## src/rtl/instr_fetch_pkg.sv

```systemverilog
// Shared constants and types for the instruction fetch stage.
package instr_fetch_pkg;

    localparam logic [31:0] NOP_INSTR     = 32'h0000_0000;
    localparam logic [31:0] PC_INC        = 32'd4;
    localparam logic [15:0] FETCH_CNT_MAX = 16'hFFFF;

    typedef enum logic {
        BOOT = 1'b0,
        RUN  = 1'b1
    } fetch_state_e;

    // Branch targets are forced onto a word boundary; the low bits only feed the error flag.
    function automatic logic [31:0] align_target(input logic [31:0] target);
        return {target[31:2], 2'b00};
    endfunction

endpackage

```

## src/rtl/instr_fetch_mem.sv

```systemverilog
// Instruction memory: combinational read port for fetch, synchronous preload write port.
module instr_memory #(
    parameter int MEM_DEPTH = 16,
    parameter int ADDR_BITS = 4
) (
    input  logic                 clk,
    input  logic                 we,
    input  logic [ADDR_BITS-1:0] wr_addr,
    input  logic [31:0]          wr_data,
    input  logic [ADDR_BITS-1:0] rd_addr,
    output logic [31:0]          rd_data
);

    logic [31:0] mem_q [MEM_DEPTH];

    // No reset: contents survive a fetch-stage reset, and a same-cycle read sees the old word.
    always_ff @(posedge clk) begin
        if (we) begin
            mem_q[wr_addr] <= wr_data;
        end
    end

    assign rd_data = mem_q[rd_addr];

endmodule

```

## src/rtl/instr_fetch.sv

```systemverilog
// Instruction fetch stage: PC register, IF/ID pipeline register and fetch counter.
module instr_fetch
    import instr_fetch_pkg::*;
#(
    parameter int MEM_DEPTH = 16,
    parameter int ADDR_BITS = 4
) (
    input  logic                 clk,
    input  logic                 reset,
    input  logic                 stall,
    input  logic                 pc_source,
    input  logic [31:0]          pc_branch,
    input  logic                 imem_we,
    input  logic [ADDR_BITS-1:0] imem_addr,
    input  logic [31:0]          imem_wdata,
    output logic [31:0]          pc,
    output logic [31:0]          if_pc,
    output logic [31:0]          if_pc_next,
    output logic [31:0]          if_instr,
    output logic                 if_valid,
    output logic                 misalign_err,
    output logic [15:0]          fetch_cnt
);

    fetch_state_e state_q, state_d;
    logic [31:0]  pc_q, pc_d;
    logic [31:0]  if_pc_q, if_pc_d;
    logic [31:0]  if_pc_next_q, if_pc_next_d;
    logic [31:0]  if_instr_q, if_instr_d;
    logic         if_valid_q, if_valid_d;
    logic         misalign_err_q, misalign_err_d;
    logic [15:0]  fetch_cnt_q, fetch_cnt_d;
    logic [31:0]  imem_rdata;

    instr_memory #(
        .MEM_DEPTH(MEM_DEPTH),
        .ADDR_BITS(ADDR_BITS)
    ) instruction_memory (
        .clk    (clk),
        .we     (imem_we),
        .wr_addr(imem_addr),
        .wr_data(imem_wdata),
        .rd_addr(pc_q[ADDR_BITS+1:2]),
        .rd_data(imem_rdata)
    );

    always_comb begin
        state_d        = state_q;
        pc_d           = pc_q;
        if_pc_d        = if_pc_q;
        if_pc_next_d   = if_pc_next_q;
        if_instr_d     = if_instr_q;
        if_valid_d     = if_valid_q;
        misalign_err_d = misalign_err_q;
        fetch_cnt_d    = fetch_cnt_q;

        unique case (state_q)
            BOOT: begin
                state_d = RUN;
            end
            RUN: begin
                // A taken branch wins over stall and leaves exactly one bubble in IF/ID.
                if (pc_source) begin
                    pc_d       = align_target(pc_branch);
                    if_valid_d = 1'b0;
                    if_instr_d = NOP_INSTR;
                    if (pc_branch[1:0] != 2'b00) begin
                        misalign_err_d = 1'b1;
                    end
                end else if (!stall) begin
                    if_instr_d   = imem_rdata;
                    if_pc_d      = pc_q;
                    if_pc_next_d = pc_q + PC_INC;
                    if_valid_d   = 1'b1;
                    pc_d         = pc_q + PC_INC;
                    if (fetch_cnt_q != FETCH_CNT_MAX) begin
                        fetch_cnt_d = fetch_cnt_q + 16'd1;
                    end
                end
            end
            default: begin
                state_d = BOOT;
            end
        endcase
    end

    always_ff @(posedge clk) begin
        if (reset) begin
            state_q        <= BOOT;
            pc_q           <= '0;
            if_pc_q        <= '0;
            if_pc_next_q   <= '0;
            if_instr_q     <= NOP_INSTR;
            if_valid_q     <= 1'b0;
            misalign_err_q <= 1'b0;
            fetch_cnt_q    <= '0;
        end else begin
            state_q        <= state_d;
            pc_q           <= pc_d;
            if_pc_q        <= if_pc_d;
            if_pc_next_q   <= if_pc_next_d;
            if_instr_q     <= if_instr_d;
            if_valid_q     <= if_valid_d;
            misalign_err_q <= misalign_err_d;
            fetch_cnt_q    <= fetch_cnt_d;
        end
    end

    assign pc           = pc_q;
    assign if_pc        = if_pc_q;
    assign if_pc_next   = if_pc_next_q;
    assign if_instr     = if_instr_q;
    assign if_valid     = if_valid_q;
    assign misalign_err = misalign_err_q;
    assign fetch_cnt    = fetch_cnt_q;

endmodule

```

## config.mk

```make
export PLATFORM = sky130hd
export DESIGN_NAME = instr_fetch
export DESIGN_NICKNAME = d
export VERILOG_FILES = /design/src/rtl/instr_fetch_pkg.sv /design/src/rtl/instr_fetch_mem.sv /design/src/rtl/instr_fetch.sv
export SDC_FILE = /design/constraint.sdc
export NUM_CORES = 1
export LEC_CHECK = 0
export CORE_MARGIN = 2
export CORE_UTILIZATION = 47
export CTS_BUF_LIST = sky130_fd_sc_hd__clkbuf_4
export DETAILED_ROUTE_END_ITERATION = 10
export PLACE_DENSITY_LB_ADDON = 0.12
export SYNTH_ARGS = -nofsm -noshare
export SYNTH_HDL_FRONTEND = slang
export SYNTH_SLANG_ARGS = --single-unit
```

## constraint.sdc

```tcl
create_clock -name clk -period 4.5 [get_ports clk]
set_input_delay 0.675 -clock clk [delete_from_list [all_inputs] [get_ports clk]]
set_output_delay 0.675 -clock clk [all_outputs]
set_load 0.01 [all_outputs]
```

After elaboration in Yosys (flattened, before gate mapping)
Memories as Yosys holds them, arrays and structs flattened. A register that Yosys moved wholly into a read port is not among the register bits.
Index checks and enable logic that the tools add are counted.
{ "totals": {"reg_bits": 147, "ramBits": 512, "latch_bits": 0, "elab_cells": 31, "romBits": 0, "n_memories": 1} }
{ "classes": {"n_eq_ne": 2, "shifts": 0, "n_bitwise": 2, "n_addsub": 2, "div_mod_pow": 0, "magnitude_cmp": 0, "multipliers": 0, "reduce_logical": 5, "n_mux": 11} }
{ "mem_list": {"columns": ["memory", "words", "word_bits", "read_ports", "rd_clocked_by_memory_dff", "wr", "line_no", "text"], "rows": [
  ["instruction_memory.mem_q", 16, 32, 1, 1, 1, "instr_fetch_mem.sv:14", "logic [31:0] mem_q [MEM_DEPTH];"]
]} }
{ "op_table": {"columns": ["op", "count"], "rows": [
  ["$mux W32", 4],
  ["$add A32 B3 Y32 const B", 1],
  ["$add A16 B1 Y16 const B", 1],
  ["$ne A16 B16 Y1 const B", 1],
  ["$mux W4", 2],
  ["$reduce_and A3 Y1", 2],
  ["$mux W1", 5],
  ["$reduce_and A4 Y1", 1],
  ["$ne A2 B1 Y1 const B", 1],
  ["$not A1 Y1", 2],
  ["$reduce_and A2 Y1", 1],
  ["$reduce_bool A2 Y1", 1]
]} }

Logic depth before layout (Yosys ltp)
Gate-level depths: netlist of the first run.
{ "logic_depth": {"ltp_word": 5, "mapped_depth": 7} }

By module
Synthesis of the first run repeated with hierarchy kept, for this count alone.
{ "hier_totals": {"cells_unflattened": 1567, "area_unflattened_um2": 25471.9} }
{ "by_module_without_submodules": {"columns": ["module", "area_per_inst_um2", "seq_area_each_um2", "n_inst", "cells_each"], "rows": [
  ["instr_memory", 19213.4, 15374.7, 1, 806],
  ["instr_fetch", 6258.5, 2822.7, 1, 761]
]} }

Least setup slack after synthesis of the first run
No wires, ideal clock.
{ "synth_path": {"path_kind": "input -> register", "start": "input imem_addr[2]", "end": "memory instruction_memory.mem_q[0][0], enable pin", "slack_ps": 645, "t_arrival_ps": 3393, "n_path_buf": 0, "stages": 2, "path_cell_list": "or3b_2 -> nor3_1"} }
{ "synth_lines": {"columns": ["item", "line_no", "text"], "rows": [
  ["from (decl)", "instr_fetch.sv:14", "input logic [ADDR_BITS-1:0] imem_addr,"],
  ["to (decl)", "instr_fetch_mem.sv:14", null]
]} }
Straight into the memory's write port.

Final worst setup path of the first run
{ "layout_path": {"start": "register pc_q[2], in the netlist pc[2]", "end": "output pc[2]"} }
{ "layout_lines": {"columns": ["item", "line_no", "text"], "rows": [
  ["from (decl)", "instr_fetch.sv:26", "logic [31:0] pc_q, pc_d;"],
  ["from (signal assigned)", "instr_fetch.sv:99", "pc_q <= pc_d;"],
  ["to (decl)", "instr_fetch.sv:16", "output logic [31:0] pc,"]
]} }
No word-level cell between the ends.

==> out/metrics.cfg, run 1 <==
[die]
row_count=85
fp.dieW_um=237.5
dieArea_mm2=0.05642
start_util_pct=47.54
die_y_um=237.5
ios=219
fp.coreArea_mm2=0.05392

[placed_design]
preCtsSetupSlack_ns=1.324
io_buffers=212
dp_hpwl_um=35330
routabilityCongestion=0.8261

[pwr]
switching_power_mw=2.879
seqPwrFrac_pct=53.0
internal_power_mw=9.958
total_power_mw=12.84
leakage_nw=10.17
powerDensity_mw_per_mm2=415.4
comb_power_share_pct=6.1
switching_share_pct=22.43
ir_worst_vdd_v=0.0002111
pwr-share-clk_pct=40.9

[finish]
final_common_cell=edfxtp_1
drive_gt1_share_pct=24.56
area_growth_pct=20.55
final_cell_mix=edfxtp_1, clkbuf_4, clkdlybuf4s50_1
fin_nets=1942

[worst_setup_path]
r2r_setup_slack_ns=1.61
arrival_ns=2.25
cpMaxStageDelayCell=dfxtp_1
startpoint_type=register
path_buf_inv=1
path_cells=clkdlybuf4s50_1
critPathTopFamily=flip-flops
cp_num_cells=1
ff2ff_path_depth=6
worstSetupEndpoint=pc[2]
path_max_fanout=11
end_kind=output pin
cpPeakStageDelay_ns=0.64
startpoint=pc[2]
reg2reg_to=if_pc_next[22]
crit_type=register to output pin
reg2reg_from=pc[2]
required_ns=3.83

[sta]
max_slew_margin_pct=20.53
hold_viol=0
setup_viol=0
timing.fmax_ghz=0.3422
fin_tns_setup_ns=0
period_share_pct=64.94
period_needed_ns=2.922
worst_slew_pin_slew_ns=1.186
slew_violations=0
whs_ns=0.2197
fin_worst_skew_ns=0.05368
rsz0062_at_grt=no
layout_setup_ws_ns=1.578

[synth]
ys_types=65
ys_seq_elements=657
synth_edf_count=512
netlist_area_mm2=0.02563
synthArstFlopShare_pct=0
synth-seq-area-share_pct=71.30
syn_area_per_cell_um2=16.60
ys_top_cells_by_area=edfxtp_1, dfxtp_1, mux4_2
synth_top_area_share_pct=59.98
netlist_instances=1544
ys.warnings.count=0
synth.largest_area_cell=edfxtp_1
ys.flop_type=edfxtp_1

[grt]
grt_usage_pct=21.75
grt_max_degree=75
antenna_found_initial=2
grt_pass1_vias=15470
grt_pass1_wl_um=91630
grt-ovfl-total=0

[routing]
via_per_inst=5.599
ant_nets=0
wl_per_cell_um=22.26
drt_iter0_markers=1242
drtPass1Iterations=6
drc_errors=0
num_vias=15070
drt-total-wl_um=59930

[run]
maxCapViolations=0

[clocking]
clkLatencyLatePin_ns=0.98
cts.htree.levels=4
clk_path_buf_depth=3
cts_made_buffers=170
post_cts_buffers=0
clk_pin_slew_worst_paths_ns=0.06
cts_tree=done
cts_resized=0
clock-root-buffer=clkbuf_4
clock-sinks=657

[min_path]
hold_path_class=input pin to register

[outcome]
outcome=completed

power groups by stage:
stage          clock network (mW)  logic [mW]  registers, mW
2_1_floorplan                   0       0.468           6.87
3_3_place_gp                    0       0.790           6.93
3_5_place_dp                    0       0.797           6.93
4_1_cts                      5.43       0.801           6.80
5_1_grt                      5.73       0.851           6.81
6_report                     5.25       0.786           6.80
area by class of cell:
| cell class | count | area, µm² |
|---|---|---|
| fillers | 4304 | 23020 |
| flip-flops and latches | 657 | 18290 |
| multi-input cells | 772 | 6967 |
| repair buffers | 254 | 2480 |
| clock buffers | 272 | 2042 |
| well taps | 696 | 870.8 |
| clock inverters | 28 | 205.2 |
| inverters | 12 | 45.04 |
| diodes | 1 | 2.502 |
layer usage:
| layer | track usage [%] | up-vias | routed length (µm) |
|---|---|---|---|
| li1 | - | 6836 | - |
| met1 | 28.91 | 7617 | 25530 |
| met2 | 34.92 | 515 | 29330 |
| met3 | 5.597 | 102 | 3823 |
| met4 | 7.814 | 2 | 1236 |
| met5 | 0 | - | 13 |
metrics by stage:
stage          util (%)  cell area (µm²)  cells
4_1_cts           57.30            30900   2691
5_1_grt           57.31            30900   2692
3_3_place_gp      53.12            28640   2390
2_1_floorplan         -            25650   1549
3_5_place_dp      53.12            28640   2390
6_report          57.31            30900   2692
registers in the layout, indices dropped and copies added (netlist names), named ones only:
| name | cells |
|---|---|
| fetch_cnt | 16 |
| if_instr | 32 |
| if_pc | 30 |
| if_pc_next | 30 |
| if_valid | 1 |
| instruction_memory.mem_q | 512 |
| misalign_err | 1 |
| pc | 30 |
| state_q | 1 |
worst reg2reg max path: stages, from the launching register on:
cell      delay (ns)
dfxtp_1         0.64
ha_1            0.38
nand3_1         0.16
nor3_2          0.93
nand4_1         0.26
xor2_1          0.20
a211oi_1        0.22
cells in the mapped netlist, types with 15 or more instances:
cell        n
mux2i_1    67
nand3_1    28
nand2_1    99
a211oi_1   17
o22ai_1    25
a21oi_1    76
xnor2_1    24
a21o_1     28
nand4_1    17
buf_1      15
clkbuf_1   57
dfxtp_1   145
mux4_2    128
nor2_1     84
buf_2      24
edfxtp_1  512
o21ai_0    45
worst min path at each step:
stage | slack [ns] | cells after the start | start | endpoint
floorplan | 0.47 | 2 | misalign_err | misalign_err
global placement | 0.43 | 2 | misalign_err | misalign_err
detailed placement | 0.44 | 1 | if_instr[3] | if_instr[3]
CTS | 0.07 | 3 | pc_source | pc[22]
global route | 0.17 | 3 | pc_source | pc[22]
finish | 0.22 | 3 | pc_source | pc[22]
logic make-up after synthesis:
logic type / share of synthesized area [%]
adder cells (fa/ha/maj): 0.09761
XOR/XNOR: 1.298
other: 0.01463
multiplexers: 13.86
flip-flops: 71.30
AO/OA/AOI/OAI: 5.852
buffers and inverters: 2.084
AND/OR/NAND/NOR: 5.486
what timing repair did:
| action | in CTS | in global routing |
|---|---|---|
| setup endpoints to repair | 0 | 0 |
| hold buffers | 1 | 0 |
| endpoints found under the hold margin | 3 | 0 |
Power figures use the tool's default switching activity.
==> inputs of run 2 (changes only) <==
==> constraint.sdc (replaced) <==
create_clock -name clk -period 2.8 [get_ports clk]
set_input_delay 0.42 -clock clk [delete_from_list [all_inputs] [get_ports clk]]
set_output_delay 0.42 -clock clk [all_outputs]
set_load 0.01 [all_outputs]
==> run 2 against run 1 <==
Against the previous run: combinational power grew 74%; global-route usage grew 0.37 points; final cell count grew 0.97%; critical path type unchanged; critical endpoint unchanged.
==> out/metrics.cfg, run 2 (same netlist as run 1, synthesis figures left out) <==
[clocking]
cts_resized=0
clkLatencyLatePin_ns=0.99
clock-root-buffer=clkbuf_4
cts.htree.levels=4
clk_pin_slew_worst_paths_ns=0.07
clock-sinks=657
cts_made_buffers=166
clk_path_buf_depth=3
cts_tree=done

[sta]
rsz0062_at_grt=no
layout_setup_ws_ns=0.1888
slew_violations=0
period_share_pct=93.26
worst_slew_pin_slew_ns=0.8730
timing.fmax_ghz=0.3830
period_needed_ns=2.611
fin_tns_setup_ns=0
hold_viol=0
max_slew_margin_pct=41.80
fin_worst_skew_ns=0.04696
setup_viol=0

[finish]
drive_gt1_share_pct=25.29
final_common_cell=edfxtp_1
final_cell_mix=edfxtp_1, clkbuf_4, clkdlybuf4s50_1
fin_area_mm2=0.03134
fin_nets=1964
area_growth_pct=22.28
top_register=instruction_memory.mem_q
largest_reg_flops=512

[pwr]
ir_worst_vdd_v=0.0003687
powerDensity_mw_per_mm2=656.6
total_power_mw=20.58
leakage_nw=10.35

[routing]
wl_per_cell_um=22.45
num_vias=15290
drt_iter0_markers=1179
drtPass1Iterations=5
drt-total-wl_um=61020
via_per_inst=5.626
drc_errors=0
ant_nets=0

[worst_setup_path]
crit_type=register to output pin
end_kind=output pin
arrival_ns=2.19
path_max_fanout=7
reg2reg_from=pc[10]
required_ns=2.38
startpoint=pc[2]
ff2ff_path_depth=5
startpoint_type=register

[min_path]
whs_path_depth=4
min_from=pc_branch[24]
hold_path_class=input pin to register

[die]
fp.dieW_um=237.5
fp.coreArea_mm2=0.05392
dieArea_mm2=0.05642
row_count=85
die_y_um=237.5
ios=219
start_util_pct=47.54

[grt]
grt_pass1_wl_um=92520
grt_usage_pct=22.12
grt-ovfl-total=0
grt_pass1_vias=15540
grt_max_degree=84
antenna_found_initial=5

[placed_design]
preCtsSetupSlack_ns=0.2229
routabilityCongestion=0.8464
placed_cell_area_mm2=0.02909
io_buffers=212
dp_hpwl_um=34530

[run]
maxCapViolations=0

[outcome]
outcome=completed

-- run 2: cell count changes in the layout (fill, tap and decap cells not counted), moves of 3 or more --
cell,change
clkbuf_4,-6
diode_2,+4
buf_12,+19
inv_6,+3
buf_4,+5
nor3_4,+4
nor3_2,-4
-- run 2: layout make-up --
type                       instances  area (µm²)
antenna                            5       12.51
clock buffer                     266        1997
clock inverter                    30       216.5
fill                            4297       22580
inverter                          12       45.04
multi-input combinational        772        6995
sequential                       657       18290
tap                              696       870.8
timing repair buffer             280        2918
-- run 2: per-layer routing --
metal	track usage [%]	share of wire, %	up-vias
met5	0	0.039	-
met4	7.662	1.7	4
met3	5.737	6.7	78
met2	35.40	49	555
met1	29.59	43	7770
li1	-	-	6885
-- run 2: critical path, cell delays in order (launching register included) --
cell,delay (ns)
dfxtp_1,0.42
buf_4,0.22
clkdlybuf4s50_1,0.55
-- run 2: stage by stage --
step | hold slack [ns] | utilization (%) | instances
2_1_floorplan | 0.4696 | - | 1549
3_3_place_gp | 0.4362 | 53.95 | 2414
3_5_place_dp | 0.4426 | 53.95 | 2414
4_1_cts | 0.02844 | 58.11 | 2713
5_1_grt | 0.07496 | 58.13 | 2717
6_report | 0.1317 | 58.13 | 2718
-- run 2: final timing paths --
path	endpoint	slack (ns)
worst max register to register	pc[19]	0.46
worst max-delay path	pc[2]	0.19
worst min-delay path	pc[24]	0.13
worst min register to register	misalign_err	0.45
-- run 2: power by group --
part	switching (mW)	leakage (nW)	total [mW]	internal [mW]
logic	0.703	3.21	1.37	0.663
clock network	3.78	1.33	8.35	4.57
registers	0.134	5.81	10.9	10.7
total	4.62	10.3	20.6	16.0
-- run 2: timing repair --
action / 4_1_cts / 5_1_grt
hold buffers: 3 / 0
buffers inserted: 0 / 0
hold endpoints to repair: 18 / 0
==> inputs of run 3 (changes only) <==
--- a/config.mk
+++ b/config.mk
@@ -7,9 +7,10 @@
 export LEC_CHECK = 0
 export CORE_MARGIN = 2
 export CORE_UTILIZATION = 47
-export CTS_BUF_LIST = sky130_fd_sc_hd__clkbuf_4
+export CTS_BUF_LIST = sky130_fd_sc_hd__clkbuf_2 sky130_fd_sc_hd__clkbuf_4 sky130_fd_sc_hd__clkbuf_8
 export DETAILED_ROUTE_END_ITERATION = 10
 export PLACE_DENSITY_LB_ADDON = 0.12
 export SYNTH_ARGS = -nofsm -noshare
 export SYNTH_HDL_FRONTEND = slang
+export SYNTH_HIERARCHICAL = 1
 export SYNTH_SLANG_ARGS = --single-unit
==> run 3 against run 2 <==
Against the previous run: core utilization shrank 0.30 points; sequential share of layout area grew 0.26 points; fmax is 7.8% higher; global-route usage shrank 0.19 points; wire length barely moved; synthesized area fell by 0.63%; non-clock buffer count down 2; sequential cell count decreased by 4; count of clock-buffer cells in the layout down 90; power is 0.70% higher; clock skew decreased by 0.019 ns; die area fell by 0.62%; critical path type unchanged; largest cell class unchanged; highest routed layer unchanged.
==> out/metrics.cfg, run 3 <==
[sta]
rsz0062_at_grt=no
fin_worst_skew_ns=0.02749
fin_tns_setup_ns=0
timing.fmax_ghz=0.4128
max_slew_margin_pct=24.22
hold_viol=0
period_needed_ns=2.423
setup_viol=0
slew_violations=0
layout_setup_ws_ns=0.3773
worst_slew_pin_slew_ns=1.134
period_share_pct=86.53
whs_ns=0.2691

[finish]
final_common_cell=edfxtp_1
fin_area_mm2=0.03106
largest_reg_flops=512
area_growth_pct=21.94
post-route-util_pct=57.83
drive_gt1_share_pct=21.77
top_register=instruction_memory/mem_q
fin_nets=1918
final_cell_mix=edfxtp_1, clkdlybuf4s50_1, dfxtp_1
final_cells=2630
antennaDiodeCount=0

[outcome]
outcome=completed

[worst_setup_path]
end_kind=output pin
required_ns=2.38
path_cells=buf_4, clkdlybuf4s50_1
cpMaxStageDelayCell=clkdlybuf4s50_1
critPathTopFamily=buffers and inverters
startpoint_type=register
cpPeakStageDelay_ns=0.61
path_max_fanout=7
crit_type=register to output pin
path_buf_inv=2
arrival_ns=2.00

[die]
fp.dieW_um=236.8
dieArea_mm2=0.05607
ios=219
start_util_pct=47.43
fp.coreArea_mm2=0.05371
row_count=85
die_y_um=236.8

[synth]
synth_top_area_share_pct=60.36
syn_area_per_cell_um2=16.26
ys.flop_type=edfxtp_1
ys_top_cells_by_area=edfxtp_1, mux4_2, dfxtp_1
yosys-top-cells-count=edfxtp_1, dfxtp_1, nand2_1
ys.warnings.count=6
synthArstFlopShare_pct=0
ys_types=60
synth-seq-area-share_pct=71.44
synth_edf_count=512
synth.most_common_cell=edfxtp_1
synth.largest_area_cell=edfxtp_1
netlist_instances=1567
ys_seq_elements=653
netlist_area_mm2=0.02547

[placed_design]
dpl.cell_count=2431
preCtsSetupSlack_ns=0.4312
dp_hpwl_um=35460
placed_cell_area_mm2=0.02882
routabilityCongestion=0.8343
io_buffers=212

[grt]
grt_max_degree=93
grt-ovfl-total=0
antenna_found_initial=1
grt_pass1_vias=15530
grt_usage_pct=21.92
grt_pass1_wl_um=92760

[clocking]
cts.htree.levels=3
clk_pin_slew_worst_paths_ns=0.06
clock-root-buffer=clkbuf_8
clkLatencyLatePin_ns=0.68
cts_hold_buffers=0
post_cts_buffers=0
cts_resized=0
cts_tree=done
cts_made_buffers=106
clock-sinks=653
clk_path_buf_depth=3

[pwr]
ir_worst_vdd_v=0.0003605
leakage_nw=9.950
powerDensity_mw_per_mm2=667.1
switching_share_pct=21.93
switching_power_mw=4.544
total_power_mw=20.72
seqPwrFrac_pct=52.1
comb_power_share_pct=7.0
internal_power_mw=16.18
pwr-share-clk_pct=41.0

[routing]
drtPass1Iterations=7
wl_per_cell_um=23.19
drt_iter0_markers=1261
ant_nets=0
num_vias=15070
drc_errors=0
via_per_inst=5.730
drt-total-wl_um=60990

[run]
maxCapViolations=0

[min_path]
hold_path_class=input pin to register

-- run 3: logic make-up (layout without fill, tap and decap cells) --
kind of cell    Yosys count  count (layout)  share of synthesized area (%)
mux                     136             136                          11.64
other cells               1               6                        0.01472
fa+ha+maj                 2               2                        0.09823
simple gates            346             346                          6.455
compound gates          275             275                          6.975
flops                   653             653                          71.44
xor+xnor                 33              33                          1.135
buf+inv                 121             483                          2.240
-- run 3: path summary, 6_finish.rpt --
path	from	endpoint	slack, ns	depth (start not counted)
worst max register to register	pc[2]	pc[22]	0.54	6
worst max-delay path	pc[5]	pc[5]	0.38	2
worst min register to register	if_pc[24]	if_pc[24]	0.45	2
worst min-delay path	reset	if_instr[1]	0.27	2
-- run 3: power by group through the flow --
stage | clock, mW | sequential (mW) | combinational (mW)
floorplan | 0 | 11.0 | 0.784
global placement | 0 | 11.0 | 1.45
detailed placement | 0 | 11.0 | 1.46
CTS | 8.70 | 10.8 | 1.47
global route | 9.10 | 10.8 | 1.56
finish | 8.49 | 10.8 | 1.45
-- run 3: worst reg2reg max path: cells and delay by family, from the launching register on --
kind / cells / cell delay [ns]
fa+ha+maj: 1 / 0.32
simple gates: 5 / 1.37
flops: 1 / 0.47
-- run 3: cell type report --
cell class | instances | area [µm²]
clock buffer | 176 | 2072
clock inverter | 23 | 167.7
fill | 4126 | 22650
inverter | 6 | 22.52
multi-input combinational | 798 | 6888
sequential | 653 | 18210
tap | 696 | 870.8
timing repair buffer | 278 | 2835
-- run 3: metal layers --
metal	track usage (%)	vias up	share of wire, %
met5	0	-	0.016
met4	7.326	2	2.0
met3	3.929	85	6.0
met2	34.93	476	48
met1	30.78	7762	44
li1	-	6745	-
